## src/rtl/i2c_target_responder.sv

```systemverilog
// ---------------------------------------------------------------------------
// i2c_target_responder
//
// I2C target that answers both write and read transactions on a single bus
// segment. The block is clocked by clk, which runs much faster than SCL, and
// it never stretches SCL. SDA is open-drain. This block only produces a
// pull-low enable, and the parent builds the tri-state pad from it.
//
// Ports
//   clk            system clock, at least 16x the SCL frequency
//   reset          synchronous, active-high reset
//   scl_in         raw SCL from the bus (asynchronous)
//   sda_in         raw SDA from the bus (asynchronous)
//   sda_drive_low  1 pulls SDA low, 0 releases it
//   tx_data        byte returned on a read, captured when tx_load pulses
//   tx_load        one-cycle pulse marking the clk edge that captured tx_data
//   rx_data        last byte received in a write transaction
//   rx_valid       one-cycle pulse when rx_data updates
//   rw_dir         R/W bit of the current addressed transaction (1 = read)
//   busy           high from address match until STOP or START
//   txn_done       one-cycle pulse on the STOP that ends an addressed transaction
// ---------------------------------------------------------------------------
module i2c_target_responder #(
  parameter logic [6:0] TARGET_ADDR = 7'h50,
  parameter int         SYNC_STAGES = 2
) (
  input  logic       clk,
  input  logic       reset,
  input  logic       scl_in,
  input  logic       sda_in,
  output logic       sda_drive_low,
  input  logic [7:0] tx_data,
  output logic       tx_load,
  output logic [7:0] rx_data,
  output logic       rx_valid,
  output logic       rw_dir,
  output logic       busy,
  output logic       txn_done
);

  typedef enum logic [2:0] {
    IDLE,
    ADDR,
    ADDR_ACK,
    RX_DATA,
    RX_ACK,
    TX_DATA,
    TX_MACK,
    WAIT_STOP
  } state_t;

  state_t                 state;
  logic [SYNC_STAGES-1:0] scl_sync;
  logic [SYNC_STAGES-1:0] sda_sync;
  logic                   scl_h;
  logic                   sda_h;
  logic                   scl_s;
  logic                   sda_s;
  logic                   start_evt;
  logic                   stop_evt;
  logic                   scl_rise;
  logic                   scl_fall;
  logic [2:0]             bit_cnt;
  // Only 7 bits are stored: the 8th bit of a byte is taken straight from
  // sda_s on the edge that completes it.
  logic [6:0]             rx_shift;
  // Holds the bits still to be sent. Bit 7 goes onto the bus on the
  // capture edge itself.
  logic [6:0]             tx_shift;
  // Set once a byte is complete. On the next SCL_FALL the block acts on it:
  // it drives the ACK, or after a master ACK it loads the next tx byte.
  logic                   ack_pend;

  // Synchronizers and history flops reset to the idle-bus level (both lines
  // high). This keeps reset release from looking like an SCL edge or a bus
  // condition.
  always_ff @(posedge clk) begin
    if (reset) begin
      scl_sync <= '1;
      sda_sync <= '1;
      scl_h    <= 1'b1;
      sda_h    <= 1'b1;
    end else begin
      scl_sync <= {scl_sync[SYNC_STAGES-2:0], scl_in};
      sda_sync <= {sda_sync[SYNC_STAGES-2:0], sda_in};
      scl_h    <= scl_sync[SYNC_STAGES-1];
      sda_h    <= sda_sync[SYNC_STAGES-1];
    end
  end

  assign scl_s = scl_sync[SYNC_STAGES-1];
  assign sda_s = sda_sync[SYNC_STAGES-1];

  // A START or STOP needs SCL high on both samples, so an SDA change that
  // lands in the same clk as an SCL edge is never taken as a bus condition.
  assign start_evt = scl_s & scl_h & sda_h & ~sda_s;
  assign stop_evt  = scl_s & scl_h & ~sda_h & sda_s;
  assign scl_rise  = scl_s & ~scl_h;
  assign scl_fall  = ~scl_s & scl_h;

  always_ff @(posedge clk) begin
    if (reset) begin
      state         <= IDLE;
      bit_cnt       <= 3'd0;
      rx_shift      <= 7'd0;
      tx_shift      <= 7'd0;
      ack_pend      <= 1'b0;
      sda_drive_low <= 1'b0;
      tx_load       <= 1'b0;
      rx_data       <= 8'd0;
      rx_valid      <= 1'b0;
      rw_dir        <= 1'b0;
      busy          <= 1'b0;
      txn_done      <= 1'b0;
    end else begin
      tx_load  <= 1'b0;
      rx_valid <= 1'b0;
      txn_done <= 1'b0;

      if (start_evt) begin
        // A repeated START ends the current transaction without txn_done.
        state         <= ADDR;
        bit_cnt       <= 3'd0;
        ack_pend      <= 1'b0;
        sda_drive_low <= 1'b0;
        busy          <= 1'b0;
      end else if (stop_evt) begin
        state         <= IDLE;
        bit_cnt       <= 3'd0;
        ack_pend      <= 1'b0;
        sda_drive_low <= 1'b0;
        if (busy) begin
          txn_done <= 1'b1;
          busy     <= 1'b0;
        end
      end else begin
        case (state)
          IDLE: begin
            sda_drive_low <= 1'b0;
          end

          ADDR: begin
            if (scl_rise && !ack_pend) begin
              rx_shift <= {rx_shift[5:0], sda_s};
              bit_cnt  <= bit_cnt + 3'd1;
              if (bit_cnt == 3'd7) begin
                // rx_shift now holds the 7 address bits, and sda_s is the R/W bit.
                if (rx_shift == TARGET_ADDR) begin
                  rw_dir   <= sda_s;
                  busy     <= 1'b1;
                  ack_pend <= 1'b1;
                end else begin
                  state <= WAIT_STOP;
                end
              end
            end else if (scl_fall && ack_pend) begin
              ack_pend      <= 1'b0;
              sda_drive_low <= 1'b1;
              state         <= ADDR_ACK;
            end
          end

          ADDR_ACK: begin
            if (scl_fall) begin
              bit_cnt <= 3'd0;
              if (rw_dir) begin
                tx_load       <= 1'b1;
                tx_shift      <= tx_data[6:0];
                sda_drive_low <= ~tx_data[7];
                state         <= TX_DATA;
              end else begin
                sda_drive_low <= 1'b0;
                state         <= RX_DATA;
              end
            end
          end

          RX_DATA: begin
            if (scl_rise && !ack_pend) begin
              rx_shift <= {rx_shift[5:0], sda_s};
              bit_cnt  <= bit_cnt + 3'd1;
              if (bit_cnt == 3'd7) begin
                rx_data  <= {rx_shift, sda_s};
                rx_valid <= 1'b1;
                ack_pend <= 1'b1;
              end
            end else if (scl_fall && ack_pend) begin
              ack_pend      <= 1'b0;
              sda_drive_low <= 1'b1;
              state         <= RX_ACK;
            end
          end

          RX_ACK: begin
            if (scl_fall) begin
              sda_drive_low <= 1'b0;
              state         <= RX_DATA;
            end
          end

          TX_DATA: begin
            // bit_cnt counts bits already placed on the bus after bit 7.
            if (scl_fall) begin
              if (bit_cnt == 3'd7) begin
                sda_drive_low <= 1'b0;
                bit_cnt       <= 3'd0;
                state         <= TX_MACK;
              end else begin
                sda_drive_low <= ~tx_shift[6];
                tx_shift      <= {tx_shift[5:0], 1'b0};
                bit_cnt       <= bit_cnt + 3'd1;
              end
            end
          end

          TX_MACK: begin
            if (scl_rise && !ack_pend) begin
              if (!sda_s) begin
                ack_pend <= 1'b1;
              end else begin
                state <= WAIT_STOP;
              end
            end else if (scl_fall && ack_pend) begin
              ack_pend      <= 1'b0;
              bit_cnt       <= 3'd0;
              tx_load       <= 1'b1;
              tx_shift      <= tx_data[6:0];
              sda_drive_low <= ~tx_data[7];
              state         <= TX_DATA;
            end
          end

          WAIT_STOP: begin
            sda_drive_low <= 1'b0;
          end

          default: begin
            state         <= IDLE;
            sda_drive_low <= 1'b0;
          end
        endcase
      end
    end
  end

endmodule

```

## config.mk

```make
export PLATFORM = sky130hd
export DESIGN_NAME = i2c_target_responder
export DESIGN_NICKNAME = d
export VERILOG_FILES = /design/src/rtl/i2c_target_responder.sv
export SDC_FILE = /design/constraint.sdc
export NUM_CORES = 1
export LEC_CHECK = 0
export ABC_AREA = 1
export CELL_PAD_IN_SITES_DETAIL_PLACEMENT = 1
export CELL_PAD_IN_SITES_GLOBAL_PLACEMENT = 1
export CORE_MARGIN = 10
export CORE_UTILIZATION = 38
export CTS_BUF_LIST = sky130_fd_sc_hd__clkbuf_16
export CTS_CLUSTER_SIZE = 24
export DETAILED_ROUTE_END_ITERATION = 7
export PLACE_DENSITY_LB_ADDON = 0.1
export SLEW_MARGIN = 20
export SYNTH_ARGS = -nofsm -noshare
export SYNTH_HDL_FRONTEND = slang
export SYNTH_SLANG_ARGS = --single-unit
export TNS_END_PERCENT = 30
```

## constraint.sdc

```tcl
create_clock -name clk -period 2 [get_ports clk]
set_input_delay 0.4 -clock clk [delete_from_list [all_inputs] [get_ports clk]]
set_output_delay 0.4 -clock clk [all_outputs]
set_load 0.05 [all_outputs]
```

==> results_dict.tcl, run 1 <==
set metrics [dict create \
    status "complete, no violations" \
    cp_max_fo 2 \
    num_antenna_cells 0 \
    timing_hold_violations_final 0 \
    cts_tree "built" \
    fin_worst_hold_slack_ns 0.419 \
    dr.pass1.iters 4 \
    core.rowCount 25 \
    synth.avg_cell_area_um2 6.94 \
    postLayoutCoreUtil_pct 50.3 \
    critical_path.n_buffers_inverters 1 \
    crit_path_cell_trace "clkdlybuf4s50_1" \
    post_synth_instance_area_um2 1920 \
    initialDrtViolationCount 67 \
    route.antenna.remaining_nets 0 \
    drive_above_1_share_pct 12.3 \
    vias_per_cell 5.03 \
    area_growth_pct 26.1 \
    num_vias 1895 \
    timing.critical_path.from_type "register" \
    peak_vdd_ir_mv 0.489 \
    maxCapViolCount 0 \
    cts_root_buf "clkbuf_16" \
    cts_max_path_buffers 2 \
    layout.cells.non_filler 377 \
    min-delay-path-class "register to register" \
    boundaryPins 26 \
    dieHeight_um 91.1 \
    die_x_um 91.1 \
    power.density_nw_per_um2 1040 \
    total_leakage_power_uw 0.00108 \
    total_switching_power_uw 871 \
    power_report.internal_total_uw 1650 \
    routed_wl_um 5260 \
    critical-path-max-stage-delay_ns 0.82 \
    grt_pass1_wl_um 9180 \
    design.final.nets 323 \
    count_of_input_and_output_buffers 25 \
    critical_path.top_delay_family "buffers and inverters" \
    grt_pass1_vias 1966 \
    dpl.hpwl_um 3970 \
    yosysSeqAreaShare_pct 42.7 \
    cts.sink_count 41 \
    grt_setup_unrepaired "no" \
    worstSetupPathType "register to primary output" \
    post_route_minimum_period_ns 1.86 \
    fin_skew_ns 0.00631 \
    clk_pin_slew_worst_paths_ns 0.07 \
    switching_share_pct 34.6 \
    htreeDepth 2 \
    final-max-slew-violation-count 0 \
    drt-wirelength-per-cell_um 14.0 \
    postSynthNetCount 291 \
    required_ns 1.60 \
    synth_warnings 0 \
    combPwrFrac_pct 27.0 \
    place.gp.congestion 0.827 \
    cts_hold_buf 0 \
    slew_headroom_pct 65.8 \
    total_power_uw 2520 \
    grt_max_degree 27 \
    drc 0 \
    timing.fmax_mhz 537 \
    p_clk_share_pct 33.6 \
    grt_antenna_before_repair 0 \
    timing.critical_path.to_type "primary output" \
    postSynthCellCount 277 \
    cp.arrival_ns 1.46 \
    dp_cell_count 369 \
    insertion_delay_ns 0.29 \
    tritoncts.num_buffers 5 \
    final.setup.tns_ns 0 \
    grt_usage_pct 12.9 \
    grt_overflow 0 \
    floorplan.core_area_um2 4820 \
    setup-violations-final 0 \
    final.period_utilization_pct 93.1 \
    crit_slowest_cell "clkdlybuf4s50_1" \
    yosysUniqueCellTypes 28 \
    transition_at_the_pin_with_the_smallest_max_transition_slack_ns 0.511 \
    initial_cell_density_of_the_core_pct 39.9 \
    die_area_um2 8300 \
    synth-seq-cells 41 \
    share_seq_of_total_power_pct 39.4 \
]
==> final cells by class <==
class	instances	area (µm²)
Timing Repair Buffer	30	285
Clock buffer	5	125
Sequential cell	41	821
Clock inverter	3	28.8
Fill cell	641	2390
Inverter	25	93.8
Multi-Input combinational cell	206	986
Tap cell	67	83.8
==> cells in the mapped netlist <==
master / n / share of area, %
nor3_1: 2 / 0.52
inv_2: 10 / 2.0
nand4_1: 2 / 0.65
and3_1: 1 / 0.33
a31oi_1: 2 / 0.65
clkbuf_1: 2 / 0.39
dfxtp_1: 41 / 43
a21boi_1: 1 / 0.39
ha_1: 2 / 1.3
buf_6: 1 / 0.59
a21oi_2: 1 / 0.46
nand3_1: 20 / 5.2
nor2_1: 59 / 12
nand2_1: 52 / 10
o211ai_1: 2 / 0.78
nand3_2: 4 / 2.1
buf_2: 2 / 0.52
nand2_2: 1 / 0.33
o21ai_0: 19 / 4.9
inv_1: 15 / 2.9
a21oi_1: 13 / 3.4
o21ai_1: 12 / 3.1
o21bai_1: 1 / 0.39
or2_2: 4 / 1.3
o21a_1: 2 / 0.78
nand3b_1: 2 / 0.78
nor2_2: 2 / 0.65
nor2_4: 2 / 1.2
==> worst paths after layout <==
path,depth (start not counted),slack [ns],start,end
setup / recovery,1,0.14,rx_data[0],rx_data[0]
hold / removal,1,0.42,sda_sync[0],sda_sync[1]
setup reg to reg,9,0.22,state[1],tx_shift[2]
hold reg to reg,1,0.42,sda_sync[0],sda_sync[1]
==> kinds of logic (layout without fill, tap and decap cells) <==
| logic type | after synthesis | after routing | synth area share (%) |
|---|---|---|---|
| AND/OR/NAND/NOR | 151 | 151 | 34.7 |
| AO/OA/AOI/OAI | 53 | 53 | 14.9 |
| adder cells (fa/ha/maj) | 2 | 2 | 1.30 |
| buffers and inverters | 30 | 63 | 6.38 |
| flip-flops | 41 | 41 | 42.7 |
==> metal layers <==
metal / track usage [%] / vias to the layer above / routed length (µm)
met2: 22.0 / 23 / 2520
li1: - / 970 / -
met3: 3.79 / 8 / 183
met5: 0 / - / 0
met1: 15.5 / 894 / 2500
met4: 3.52 / 0 / 56
==> placed cells by master (no fill, tap or decap), types with 3 or more instances in the layout <==
cell	instances
clkdlybuf4s50_1	24
or2_2	4
a21oi_1	13
nor2_1	59
buf_4	6
dfxtp_1	41
inv_2	10
clkbuf_16	5
o21ai_0	19
nand3_1	20
o21ai_1	12
nand2_1	52
nand3_2	3
inv_1	15
==> stage by stage <==
step	area (µm²)	setup slack (ns)
6_report	2420	0.138
5_1_grt	2420	0.0279
4_1_cts	2420	0.102
3_5_place_dp	2260	0.144
3_3_place_gp	2260	0.163
2_1_floorplan	1920	0.435
==> flip-flops by register name, summed over array words and instances (netlist names) <==
name           flops
busy               1
rx_data            8
scl_h              1
rx_valid           1
sda_drive_low      1
bit_cnt            3
rw_dir             1
tx_load            1
ack_pend           1
scl_sync           2
tx_shift           7
sda_sync           2
txn_done           1
state              3
sda_h              1
rx_shift           7
==> power groups by stage <==
stage	clock, µW	sequential (µW)	combinational (µW)
after floorplan	0	1000	511
after global placement	0	1000	655
after detailed placement	0	1000	676
after CTS	860	987	683
after global routing	890	1000	788
final	845	992	680
==> timing repair <==
action / in CTS / in global routing
resized for setup: 0 / 1
setup endpoints to repair: 0 / 9
setup buffers: 0 / 0
Power figures use the tool's default switching activity.
==> run 2: changes to the inputs <==
- CORE_UTILIZATION: 38 -> 25
==> run 2 against run 1 <==
  * Global-route usage is 2.8 points lower
  * Clock power is 4.1% lower
  * Critical path depth stayed put
  * Clock skew is 0.0015 ns lower
  * Combinational power is 1% lower
  * Fmax is 0.38% higher
  * Largest cell class unchanged
  * Largest power group unchanged
==> results_dict.tcl, run 2 (same netlist as run 1, synthesis figures left out) <==
set metrics [dict create \
    status "complete, no violations" \
    transition_at_the_pin_with_the_smallest_max_transition_slack_ns 0.508 \
    die_area_um2 11600 \
    grt_antenna_before_repair 0 \
    layout_top_registers "rx_data: 8 flops, rx_shift: 7 flops, tx_shift: 7 flops" \
    grt_pass1_vias 1909 \
    grt_pass1_wl_um 9520 \
    initialDrtViolationCount 55 \
    vias_per_cell 4.55 \
    layout.filler_cells 933 \
    post-route-worst-setup-slack_ns 0.145 \
    floorplan.core_area_um2 7370 \
    grt_overflow 0 \
    min-delay-path-class "register to register" \
    initial_cell_density_of_the_core_pct 26.1 \
    design.final.nets 325 \
    insertion_delay_ns 0.28 \
    timing.critical_path.to_type "primary output" \
    final.period_utilization_pct 92.7 \
    postLayoutCoreUtil_pct 33.5 \
    cts_tree "built" \
    timing_hold_violations_final 0 \
    top_register "rx_data" \
    timing.critical_path.from_type "register" \
    required_ns 1.60 \
    final-max-slew-violation-count 0 \
    core.rowCount 31 \
    clk_pin_slew_worst_paths_ns 0.06 \
    drc 0 \
    grt_setup_unrepaired "no" \
    drive_above_1_share_pct 13.5 \
    timing.fmax_mhz 539 \
    fin_skew_ns 0.00483 \
    grt_usage_pct 10.1 \
    htreeDepth 2 \
    power.density_nw_per_um2 1000 \
    pre_cts_ws_ns 0.0551 \
    commonest_non_fill_non_tap_cell_in_the_layout "nor2_1" \
    count_of_input_and_output_buffers 25 \
    cp.arrival_ns 1.45 \
    area_growth_pct 28.5 \
    total_leakage_power_uw 0.00108 \
    setup-violations-final 0 \
    postLayoutCellArea_um2 2470 \
    cts_max_path_buffers 2 \
    crit_slowest_cell "clkdlybuf4s50_1" \
    boundaryPins 26 \
    dieHeight_um 108 \
    largest_register_ff_count 8 \
    postPlaceCellArea_um2 2320 \
    num_vias 1868 \
    final_cell_mix "nor2_1, nand2_1, dfxtp_1" \
    worstSetupPathType "register to primary output" \
    tritoncts.num_buffers 5 \
    route.antenna.remaining_nets 0 \
    post_route_minimum_period_ns 1.85 \
    num_antenna_cells 0 \
    cp_max_fo 2 \
    grt_max_degree 27 \
    critical-path-max-stage-delay_ns 0.82 \
    dp_cell_count 403 \
    dr.pass1.iters 6 \
    critical_path.top_delay_family "buffers and inverters" \
    routed_wl_um 5550 \
    place.gp.congestion 0.795 \
    slew_headroom_pct 66.0 \
    drt-wirelength-per-cell_um 13.5 \
    cts_root_buf "clkbuf_16" \
    dpl.hpwl_um 4260 \
    final.setup.tns_ns 0 \
    maxCapViolCount 0 \
    cts.sink_count 41 \
    layout.cells.non_filler 411 \
    die_x_um 108 \
    peak_vdd_ir_mv 0.363 \
    critical_path.n_buffers_inverters 1 \
    crit_path_cell_trace "clkdlybuf4s50_1" \
]
==> run 2: cell count changes in the layout (fill, tap and decap cells not counted), sizes merged <==
cell / change
clkinv: +1
clkinvlp: +1
buf: +2
inv: -2
==> run 2: final cells by class <==
type	count	area [µm²]	share of cell area (%)
clock inverter	3	21.3	0.861
clock buffer	5	125	5.07
multi-input combinational	206	985	39.9
inverter	25	93.8	3.80
tap	99	124	5.02
sequential	41	821	33.2
timing repair buffer	32	300	12.2
==> run 2: power by group <==
| group | internal, µW | switching, µW |
|---|---|---|
| sequential | 912 | 76.0 |
| clock | 465 | 345 |
| combinational | 254 | 419 |
==> run 2: path summary, 6_finish.rpt <==
kind | from | end | slack (ns) | cells past startpoint
min reg2reg | sda_sync[0] | sda_sync[1] | 0.41 | 1
min | sda_sync[0] | sda_sync[1] | 0.41 | 1
max | sda_drive_low | sda_drive_low | 0.15 | 1
max reg2reg | bit_cnt[0] | state[0] | 0.24 | 10
==> run 2: metal layers <==
| metal | vias to the layer above | wire [µm] | track usage [%] |
|---|---|---|---|
| met5 | - | 0 | 0 |
| met4 | 0 | 108 | 4.39 |
| met3 | 11 | 203 | 2.69 |
| met2 | 26 | 2460 | 15.7 |
| met1 | 861 | 2780 | 12.8 |
| li1 | 970 | - | - |
==> run 2: stage by stage <==
step,total power (µW),hold WS [ns]
finish,2470,0.411
global route,2650,0.417
CTS,2510,0.411
detailed placement,1690,0.395
global placement,1690,0.395
floorplan,1520,0.389
==> run 2: repair_timing <==
item                       4_1_cts  5_1_grt
setup endpoints to repair        0        3
resized for setup                0        3
hold endpoints to repair         0        0
buffers inserted                 0        0
hold buffers                     0        0
==> run 2: worst reg2reg max path: cells and delay by family, from the launching register on <==
family                   cells  cell delay, ns
AND/OR/NAND/NOR              6            0.64
flip-flops                   1            0.35
buffers and inverters        1            0.13
adder cells (fa/ha/maj)      2            0.41
AO/OA/AOI/OAI                1            0.17
